$ cat src/rtl/vga_pkg.sv
// Shared definitions for the VGA drawing blocks.
//   SCREEN_W_DEFAULT / SCREEN_H_DEFAULT : default frame size in pixels
//   X_W / Y_W / COLOUR_W                : adapter coordinate and colour widths
//   COORD_W / CRIT_W                    : signed working widths for the circle walker
//   circle_state_t                      : circle rasteriser FSM states
package vga_pkg;

    localparam int unsigned SCREEN_W_DEFAULT = 160;
    localparam int unsigned SCREEN_H_DEFAULT = 120;

    localparam int unsigned X_W      = 8;
    localparam int unsigned Y_W      = 7;
    localparam int unsigned COLOUR_W = 3;

    localparam int unsigned COORD_W = 10;
    localparam int unsigned CRIT_W  = 12;

    typedef enum logic [1:0] {
        IDLE = 2'd0,
        PLOT = 2'd1,
        DONE = 2'd2
    } circle_state_t;

    // Sign-extend a working coordinate to the decision-variable width.
    function automatic logic signed [CRIT_W-1:0] to_crit(input logic signed [COORD_W-1:0] v);
        return $signed({{(CRIT_W - COORD_W){v[COORD_W-1]}}, v});
    endfunction

endpackage

$ cat src/rtl/circle_octant_sel.sv
// Combinational octant mirror for the circle rasteriser.
//   oct       : which of the eight mirrored points to produce (0..7)
//   cx, cy    : circle centre, signed working width
//   ox, oy    : current octant offsets, signed working width
//   px, py    : selected point, signed working width
//   on_screen : point lies inside 0 <= x < SCREEN_W, 0 <= y < SCREEN_H
module circle_octant_sel
    import vga_pkg::*;
#(
    parameter int unsigned SCREEN_W = SCREEN_W_DEFAULT,
    parameter int unsigned SCREEN_H = SCREEN_H_DEFAULT
) (
    input  logic [2:0]                oct,
    input  logic signed [COORD_W-1:0] cx,
    input  logic signed [COORD_W-1:0] cy,
    input  logic signed [COORD_W-1:0] ox,
    input  logic signed [COORD_W-1:0] oy,
    output logic signed [COORD_W-1:0] px,
    output logic signed [COORD_W-1:0] py,
    output logic                      on_screen
);

    localparam logic signed [COORD_W-1:0] XLIM = COORD_W'(SCREEN_W);
    localparam logic signed [COORD_W-1:0] YLIM = COORD_W'(SCREEN_H);

    always_comb begin
        px = cx;
        py = cy;
        case (oct)
            3'd0: begin px = cx + ox; py = cy + oy; end
            3'd1: begin px = cx + oy; py = cy + ox; end
            3'd2: begin px = cx - ox; py = cy + oy; end
            3'd3: begin px = cx - oy; py = cy + ox; end
            3'd4: begin px = cx - ox; py = cy - oy; end
            3'd5: begin px = cx - oy; py = cy - ox; end
            3'd6: begin px = cx + ox; py = cy - oy; end
            default: begin px = cx + oy; py = cy - ox; end
        endcase
    end

    assign on_screen = (px >= 0) && (px < XLIM) && (py >= 0) && (py < YLIM);

endmodule

$ cat src/rtl/circle.sv
// Midpoint circle rasteriser feeding the VGA adapter.
//   clk, rst             : clock, asynchronous active-high reset
//   start                : level request to draw; must drop before the next draw
//   centre_x/centre_y    : circle centre
//   radius, colour       : circle radius and pixel colour
//   done                 : drawing finished
//   vga_x/vga_y          : registered pixel coordinate to the adapter
//   vga_colour, vga_plot : registered colour and write strobe to the adapter
module circle
    import vga_pkg::*;
#(
    parameter int unsigned SCREEN_W = SCREEN_W_DEFAULT,
    parameter int unsigned SCREEN_H = SCREEN_H_DEFAULT
) (
    input  logic                clk,
    input  logic                rst,
    input  logic                start,
    input  logic [X_W-1:0]      centre_x,
    input  logic [Y_W-1:0]      centre_y,
    input  logic [X_W-1:0]      radius,
    input  logic [COLOUR_W-1:0] colour,
    output logic                done,
    output logic [X_W-1:0]      vga_x,
    output logic [Y_W-1:0]      vga_y,
    output logic [COLOUR_W-1:0] vga_colour,
    output logic                vga_plot
);

    circle_state_t              state_q, state_d;
    logic [X_W-1:0]             cx_q, cx_d;
    logic [Y_W-1:0]             cy_q, cy_d;
    logic [COLOUR_W-1:0]        colour_q, colour_d;
    logic signed [COORD_W-1:0]  ox_q, ox_d, oy_q, oy_d;
    logic signed [CRIT_W-1:0]   crit_q, crit_d;
    logic [2:0]                 oct_q, oct_d;

    logic                       done_q, done_d, plot_q, plot_d;
    logic [X_W-1:0]             vga_x_q, vga_x_d;
    logic [Y_W-1:0]             vga_y_q, vga_y_d;
    logic [COLOUR_W-1:0]        vga_colour_q, vga_colour_d;

    logic signed [COORD_W-1:0]  px, py, oy_inc, ox_dec;
    logic                       on_screen;
    logic                       unused_bits;

    circle_octant_sel #(
        .SCREEN_W (SCREEN_W),
        .SCREEN_H (SCREEN_H)
    ) u_octant_sel (
        .oct       (oct_q),
        .cx        ($signed({{(COORD_W - X_W){1'b0}}, cx_q})),
        .cy        ($signed({{(COORD_W - Y_W){1'b0}}, cy_q})),
        .ox        (ox_q),
        .oy        (oy_q),
        .px        (px),
        .py        (py),
        .on_screen (on_screen)
    );

    // High coordinate bits only matter for clipping, which on_screen already covers.
    assign unused_bits = ^{px[COORD_W-1:X_W], py[COORD_W-1:Y_W]};

    assign oy_inc = oy_q + 10'sd1;
    assign ox_dec = ox_q - 10'sd1;

    always_comb begin
        state_d      = state_q;
        cx_d         = cx_q;
        cy_d         = cy_q;
        colour_d     = colour_q;
        ox_d         = ox_q;
        oy_d         = oy_q;
        crit_d       = crit_q;
        oct_d        = oct_q;
        // done trails the DONE state by one edge so it rises after the last point.
        done_d       = (state_q == DONE);
        plot_d       = 1'b0;
        vga_x_d      = vga_x_q;
        vga_y_d      = vga_y_q;
        vga_colour_d = vga_colour_q;

        case (state_q)
            IDLE: begin
                if (start) begin
                    cx_d     = centre_x;
                    cy_d     = centre_y;
                    colour_d = colour;
                    ox_d     = $signed({{(COORD_W - X_W){1'b0}}, radius});
                    oy_d     = '0;
                    crit_d   = 12'sd1 - $signed({{(CRIT_W - X_W){1'b0}}, radius});
                    oct_d    = 3'd0;
                    state_d  = PLOT;
                end
            end
            PLOT: begin
                plot_d       = on_screen;
                vga_x_d      = px[X_W-1:0];
                vga_y_d      = py[Y_W-1:0];
                vga_colour_d = colour_q;
                oct_d        = oct_q + 3'd1;
                if (oct_q == 3'd7) begin
                    oy_d = oy_inc;
                    if (crit_q <= 0) begin
                        crit_d = crit_q + (to_crit(oy_inc) <<< 1) + 12'sd1;
                        if (oy_inc > ox_q) state_d = DONE;
                    end else begin
                        ox_d   = ox_dec;
                        crit_d = crit_q + ((to_crit(oy_inc) - to_crit(ox_dec)) <<< 1) + 12'sd1;
                        if (oy_inc > ox_dec) state_d = DONE;
                    end
                end
            end
            DONE: begin
                if (!start) state_d = IDLE;
            end
            default: state_d = IDLE;
        endcase
    end

    always_ff @(posedge clk or posedge rst) begin
        if (rst) begin
            state_q      <= IDLE;
            cx_q         <= '0;
            cy_q         <= '0;
            colour_q     <= '0;
            ox_q         <= '0;
            oy_q         <= '0;
            crit_q       <= '0;
            oct_q        <= '0;
            done_q       <= 1'b0;
            plot_q       <= 1'b0;
            vga_x_q      <= '0;
            vga_y_q      <= '0;
            vga_colour_q <= '0;
        end else begin
            state_q      <= state_d;
            cx_q         <= cx_d;
            cy_q         <= cy_d;
            colour_q     <= colour_d;
            ox_q         <= ox_d;
            oy_q         <= oy_d;
            crit_q       <= crit_d;
            oct_q        <= oct_d;
            done_q       <= done_d;
            plot_q       <= plot_d;
            vga_x_q      <= vga_x_d;
            vga_y_q      <= vga_y_d;
            vga_colour_q <= vga_colour_d;
        end
    end

    assign done       = done_q;
    assign vga_plot   = plot_q;
    assign vga_x      = vga_x_q;
    assign vga_y      = vga_y_q;
    assign vga_colour = vga_colour_q;

endmodule

$ cat config.mk
export PLATFORM = sky130hd
export DESIGN_NAME = circle
export DESIGN_NICKNAME = d
export VERILOG_FILES = /design/src/rtl/vga_pkg.sv /design/src/rtl/circle_octant_sel.sv /design/src/rtl/circle.sv
export SDC_FILE = /design/constraint.sdc
export NUM_CORES = 1
export LEC_CHECK = 0
export CAP_MARGIN = 5
export CORE_MARGIN = 1.5
export CORE_UTILIZATION = 35
export DETAILED_ROUTE_END_ITERATION = 8
export PLACE_DENSITY_LB_ADDON = 0.05
export SLEW_MARGIN = 20
export SYNTH_ARGS = -nofsm -noshare
export SYNTH_HDL_FRONTEND = slang
export SYNTH_HIERARCHICAL = 1
export SYNTH_SLANG_ARGS = --single-unit
export TNS_END_PERCENT = 5
$ cat constraint.sdc
create_clock -name clk -period 3.3 [get_ports clk]
set_input_delay 0.99 -clock clk [delete_from_list [all_inputs] [get_ports clk]]
set_output_delay 0.99 -clock clk [all_outputs]
set_load 0.1 [all_outputs]
; ---- Yosys cells after proc, flatten, opt, wreduce, memory -nomap -nowiden
; Cells that the tools add are included.
[totals]
reg_bits = 75
latchBits = 0
ramBits = 0
romBits = 0
in_bits = 29
out_inout_bits = 20
wordCells = 92
n_memories = 0
[classes]
n_addsub = 17
n_mul = 0
div_mod_pow = 0
magnitude_cmp = 7
n_eq_ne = 15
shifts = 0
mux = 23
bitwise = 0
reduce_logical = 17
[op_table]
columns = op, count
row1 = one-hot mux 10 bit (3 select lines), 2
row2 = two-way mux 10 bit, 5
row3 = one-hot mux 10 bit (2 select lines), 2
row4 = two-way mux 12 bit, 3
row5 = adder 12 x 2 -> 12 bit (second input constant), 2
row6 = one-hot mux 12 bit (2 select lines), 1
row7 = adder 8 x 10 -> 10 bit, 2
row8 = adder 9 x 10 -> 10 bit, 2
row9 = greater-or-equal comparator 10 x 1 -> 1 bit (second input constant), 2
row10 = > comparator 10 bit, 2
row11 = subtractor 8 x 10 -> 10 bit, 2
row12 = subtractor 9 x 10 -> 10 bit, 2
row13 = adder 12 x 11 -> 12 bit, 1
row14 = adder 12 bit, 1
row15 = equality test 3 bit (second input constant), 4
row16 = less-or-equal comparator 12 x 1 -> 1 bit (second input constant), 1
row17 = two-way mux 2 bit, 6
row18 = OR reduction 2 bit, 6
row19 = subtractor 10 x 10 -> 11 bit, 1
row20 = adder 10 x 2 -> 10 bit (second input constant), 1
row21 = < comparator 10 x 8 -> 1 bit (second input constant), 1
row22 = < comparator 10 x 9 -> 1 bit (second input constant), 1
row23 = subtractor 10 x 2 -> 10 bit (second input constant), 1
row24 = subtractor 1 x 8 -> 9 bit (first input constant), 1
row25 = 19 further kinds, 27

; ---- Longest topological paths before layout
[logic_depth]
word_depth = 8
depth_mapped = 18
mapped_depth_nobuf = 18

; ---- Cells and area by module
; The synthesis kept the hierarchy.
[by_module_without_submodules]
columns = mod, n_inst, cells_each, area_per_inst_um2, seq_area_each_um2
row1 = circle, 1, 624, 5166.2, 1876.8
row2 = circle_octant_sel, 1, 260, 1780.5, 0.0

; ---- Least setup slack after synthesis
; OpenSTA, ideal clock, no wires.
[synth_timing]
path_kind = reg2reg
start = reg ox_q[2]
end = reg crit_q[11]
setup_ns = 0.129
arrival_ns = 3.455
required_ns = 3.171
path_slack_ns = -0.284
path_stages_with_launch = 17
path_buffers = 0
period_less_slack_ns = 3.584
cell_sequence = dfrtp_1 > inv_2 > nand3_4 > or3_4 > or3_4 > or3_4 > xnor2_1 > ha_1 > nor3b_1 > mux2i_1 > o2111ai_1 > ha_1 > a21oi_1 > o21ai_0 > xor2_1 > o221ai_1 > o21ai_0
[synth_via]
elab_chain_len = 7
[synth_rtl]
columns = item, line
row1 = from (decl), circle.sv:33  ; logic signed [COORD_W-1:0] ox_q, ox_d, oy_q, oy_d;
row2 = from (signal assigned), circle.sv:126  ; ox_q <= '0;
row3 = from (signal assigned), circle.sv:140  ; ox_q <= ox_d;
row4 = subtractor 10 x 2 -> 10 bit, circle.sv:64  ; assign ox_dec = ox_q - 10'sd1;
row5 = subtractor 10 x 10 -> 11 bit, circle.sv:108  ; crit_d = crit_q + ((to_crit(oy_inc) - to_crit(ox_dec)) <<< 1) + 12'sd1;
row6 = adder 12 bit, circle.sv:108
row7 = adder 12 x 2 -> 12 bit, circle.sv:108
row8 = two-way mux 12 bit, circle.sv:103  ; if (crit_q <= 0) begin
row9 = two-way mux 12 bit, circle.sv:101  ; if (oct_q == 3'd7) begin
row10 = one-hot mux 12 bit (2 select lines), circle.sv:82  ; case (state_q)
row11 = to (signal assigned), circle.sv:142  ; crit_q <= crit_d;
row12 = to (decl), circle.sv:34  ; logic signed [CRIT_W-1:0] crit_q, crit_d;
; Every way passes these cells. The select of a mux whose other input is x is not followed.
; A chain may end at the register's enable or synchronous reset.

; ---- Final worst setup path
[layout_timing]
start = reg ox_q[0]
end = reg crit_q[11]
; Same word-level chain as after synthesis.

==> results.toml <==
[outcome]
status = "finished with violations"
violations = "setup timing"

[hold_path]
whs_path_depth = 2
min_from = "colour_q[1]"
hp-class = "reg2reg"
hold_end = "vga_colour[1]"

[sta]
clock.fmax_mhz = 282
fin_skew_ns = 0.00930
worst_slack_ns = -0.246
finalCritPeriodShare = 1.07
finalHoldViolCount = 0
fin_crit_ns = 3.55
whs_ns = 0.468
rsz0062_at_grt = "yes"
slew_violations = 0
setup_viol = 5
max_slew_margin = 0.530
tightest_slew_ns = 0.699

[setup_path]
rrSetupSlack_ns = -0.25
reg2reg_depth = 16
crit_buf_inv = 1
worst_path_max_delay_cell = "dfrtp_2"
critPathKind = "reg2reg"
worstPathArrival_ns = 3.78
cp_cell_sequence = "inv_4 > nand3_4 > or3_4 > or3_4 > or3_4 > xnor2_2 > ha_4 > nor3b_1 > mux2i_1 > o2111ai_1 > ha_1 > a21oi_1 > o21ai_1 > xor2_1 > o221ai_1 > o21ai_1"
cpPeakStageDelay_ns = 0.43
crit_path_start_kind = "flip-flop"
critical-path-top-delay-family = "simple AND/OR/NAND/NOR gates"
endpoint_kind = "flip-flop"
rr_startpoint = "ox_q[0]"
cp_max_fo = 5
required_ns = 3.54
rr_endpoint = "crit_q[11]"
cp_common_cell = "or3_4"

[detailed_routing]
met2_wirelength_um = 11300
via_per_inst = 5.22
drt-met1-wl_um = 9530
finalWirelength_um = 22400
first_pass_iters = 5
postRouteAntennaNets = 0
dr_total_vias = 6950
drc = 0
wl_per_cell_um = 16.8
dr.max_layer_used = "met4"
wl_met3_um = 620
drtIter0Drc = 296

[yosys]
synthArstFlopShare = 1.00
synthFlopType = "dfrtp_1"
synthSimpleGateAreaFrac = 0.228
syn-cell-area_um2 = 6950
ys_warn_count = 6
yosysTopAreaCell = "dfrtp_1"
synthDistinctLibCells = 75
avgSynthCellArea_um2 = 7.86
synth-xor-area-share = 0.0982
synth_area_leaders = "dfrtp_1 27%, ha_1 12%, nand2_1 8.4%"
synth_top_family_by_area = "simple AND/OR/NAND/NOR gates"
synth_compound_area_frac = 0.207
yosysSeqAreaShare = 0.270
ys_seq_elements = 75
synth.top_cell.area_share = 0.270
synthAdderAreaFrac = 0.135
muxShareOfSynthArea = 0.0166
synth_edf_count = 0
syn_inst = 884

[job]
maxCapViolCount = 0

[die]
start_util = 0.357
die_h_um = 144
num_rows = 51
core_um2 = 19500
die-area_um2 = 20700
io-pin-count = 49
die_w_um = 144

[final_layout]
layout_commonest_cell = "buf_4"
drive_gt1_frac = 0.217
layout.nets = 1162
n_antenna_cell = 0
area_growth_pct = 32.3
mostFrequentLayoutCells = "167 x buf_4, 155 x nand2_1, 76 x nor2_1"

[placement]
place_ws_ns = -0.485
io_buffers = 48
gp_congestion = 0.891
dp_hpwl_um = 17300

[power_and_ir_drop]
ir_drop_mv = 0.260
power.leakage_nw = 4.35
sequentialPowerShare = 0.331
power_mw = 3.10
combPwrFrac = 0.319
p_int_mw = 2.11
clkPwrFrac = 0.350
p_sw_mw = 0.993
p_per_area_nw_per_um2 = 337
sw_frac_of_total = 0.320

[grt]
grt_first_pass_wirelength_um = 35600
grt_max_degree = 76
grt_antenna_before_repair = 0
grt_overflow = 0
grt_pass1_vias = 6984
grt.total_usage = 0.224

[clocking]
htreeDepth = 3
path_clk_slew_ns = 0.07
root_buffer = "clkbuf_16"
clock-sinks = 75
cts_tree = "yes"
cts_hold_buf = 0
insertion_delay_ns = 0.35
ctsLongestPathBuffers = 2
cts_made_buffers = 9
==> cell type report <==
cell class | instances | area (um^2)
Fill cell | 1939 | 10300
Multi-Input combinational cell | 737 | 4930
Sequential cell | 75 | 1880
Timing Repair Buffer | 197 | 1570
Tap cell | 265 | 332
Clock buffer | 10 | 229
Inverter | 41 | 158
Clock inverter | 6 | 90.1
==> worst register-to-register path, cell delays in order, from the launching register on <==
cell       delay, ns
dfrtp_2         0.43
inv_4           0.08
nand3_4         0.07
or3_4           0.36
or3_4           0.36
or3_4           0.36
xnor2_2         0.20
ha_4            0.25
nor3b_1         0.14
mux2i_1         0.13
o2111ai_1       0.13
ha_1            0.34
a21oi_1         0.13
o21ai_1         0.09
xor2_1          0.16
o221ai_1        0.15
o21ai_1         0.08
==> through the flow <==
stage / instance area [um^2] / setup TNS (ns) / std cells / utilization
final: 9190 / -1.04 / 1331 / 0.472
after CTS: 9060 / -1.32 / 1329 / 0.465
after global placement: 8700 / -1.71 / 1311 / 0.447
after global routing: 9190 / -2.32 / 1331 / 0.472
after floorplan: 6960 / -0.492 / 888 / -
after detailed placement: 8700 / -2.17 / 1311 / 0.447
==> what timing repair did <==
item | 4_1_cts | 5_1_grt
buffers inserted | 2 | 2
endpoints found under the setup margin | 8 | 10
resized for setup | 12 | 24
pin swaps | 4 | 7
==> sequential cells by signal (all words and copies together), names as in the netlist <==
signal,flops
colour_q,3
cx_q,8
vga_y,7
crit_q,12
oy_q,10
oct_q,3
state_q,2
ox_q,10
vga_plot,1
cy_q,7
vga_x,8
vga_colour,3
done,1
==> cells in the mapped netlist, types with 5 or more instances <==
cell type and number:
or3_1 5, nor3b_1 6, nand2b_1 8, o22ai_1 15, clkbuf_1 30, nor2b_1 9
xor2_1 23, o21ai_0 52, nand2_1 155, nand3_1 14, inv_1 38, xnor2_1 53
nor4_1 6, o211ai_1 7, mux2i_1 7, a21o_1 15, ha_1 67, o21a_1 9
nor2_1 76, dfrtp_1 75, fa_1 5, a211oi_1 12, a22o_1 5, nand4_1 6
a21oi_1 64, a31oi_1 8, nor3_1 39
==> metal layers <==
metal / vias up / GRT usage
met5: - / 0
met4: 0 / 0.107
met3: 44 / 0.0297
met2: 107 / 0.410
met1: 3320 / 0.255
li1: 3479 / -
==> how the worst max path moves through the flow <==
stage,from,to,slack [ns],depth (start not counted)
after floorplan,ox_q[2],crit_q[11],-0.26,16
after global placement,ox_q[0],crit_q[11],-0.39,18
after detailed placement,ox_q[0],crit_q[11],-0.49,18
after CTS,ox_q[0],crit_q[11],-0.35,16
after global routing,oy_q[1],crit_q[9],-0.54,18
final,ox_q[0],crit_q[11],-0.25,16
==> power by group through the flow <==
| stage | combinational [mW] | sequential, mW | clock, mW |
|---|---|---|---|
| floorplan | 0.630 | 1.02 | 0 |
| global route | 1.10 | 1.03 | 1.16 |
| detailed placement | 0.940 | 1.05 | 0 |
| global placement | 0.930 | 1.05 | 0 |
| finish | 0.988 | 1.03 | 1.09 |
| CTS | 0.962 | 1.03 | 1.12 |
==> cells by family (layout without fill, tap and decap cells) <==
family                     Yosys count  count (layout)
xor gates and xnor gates            77              77
and+or+nand+nor                    347             347
DFF                                 75              75
adders and majority gates           72              72
AOI/OAI and AO/OA                  227             227
buffers and inverters               76             254
other                                1               5
muxes                                9               9
No activity file was read; power rests on OpenSTA's default activity.
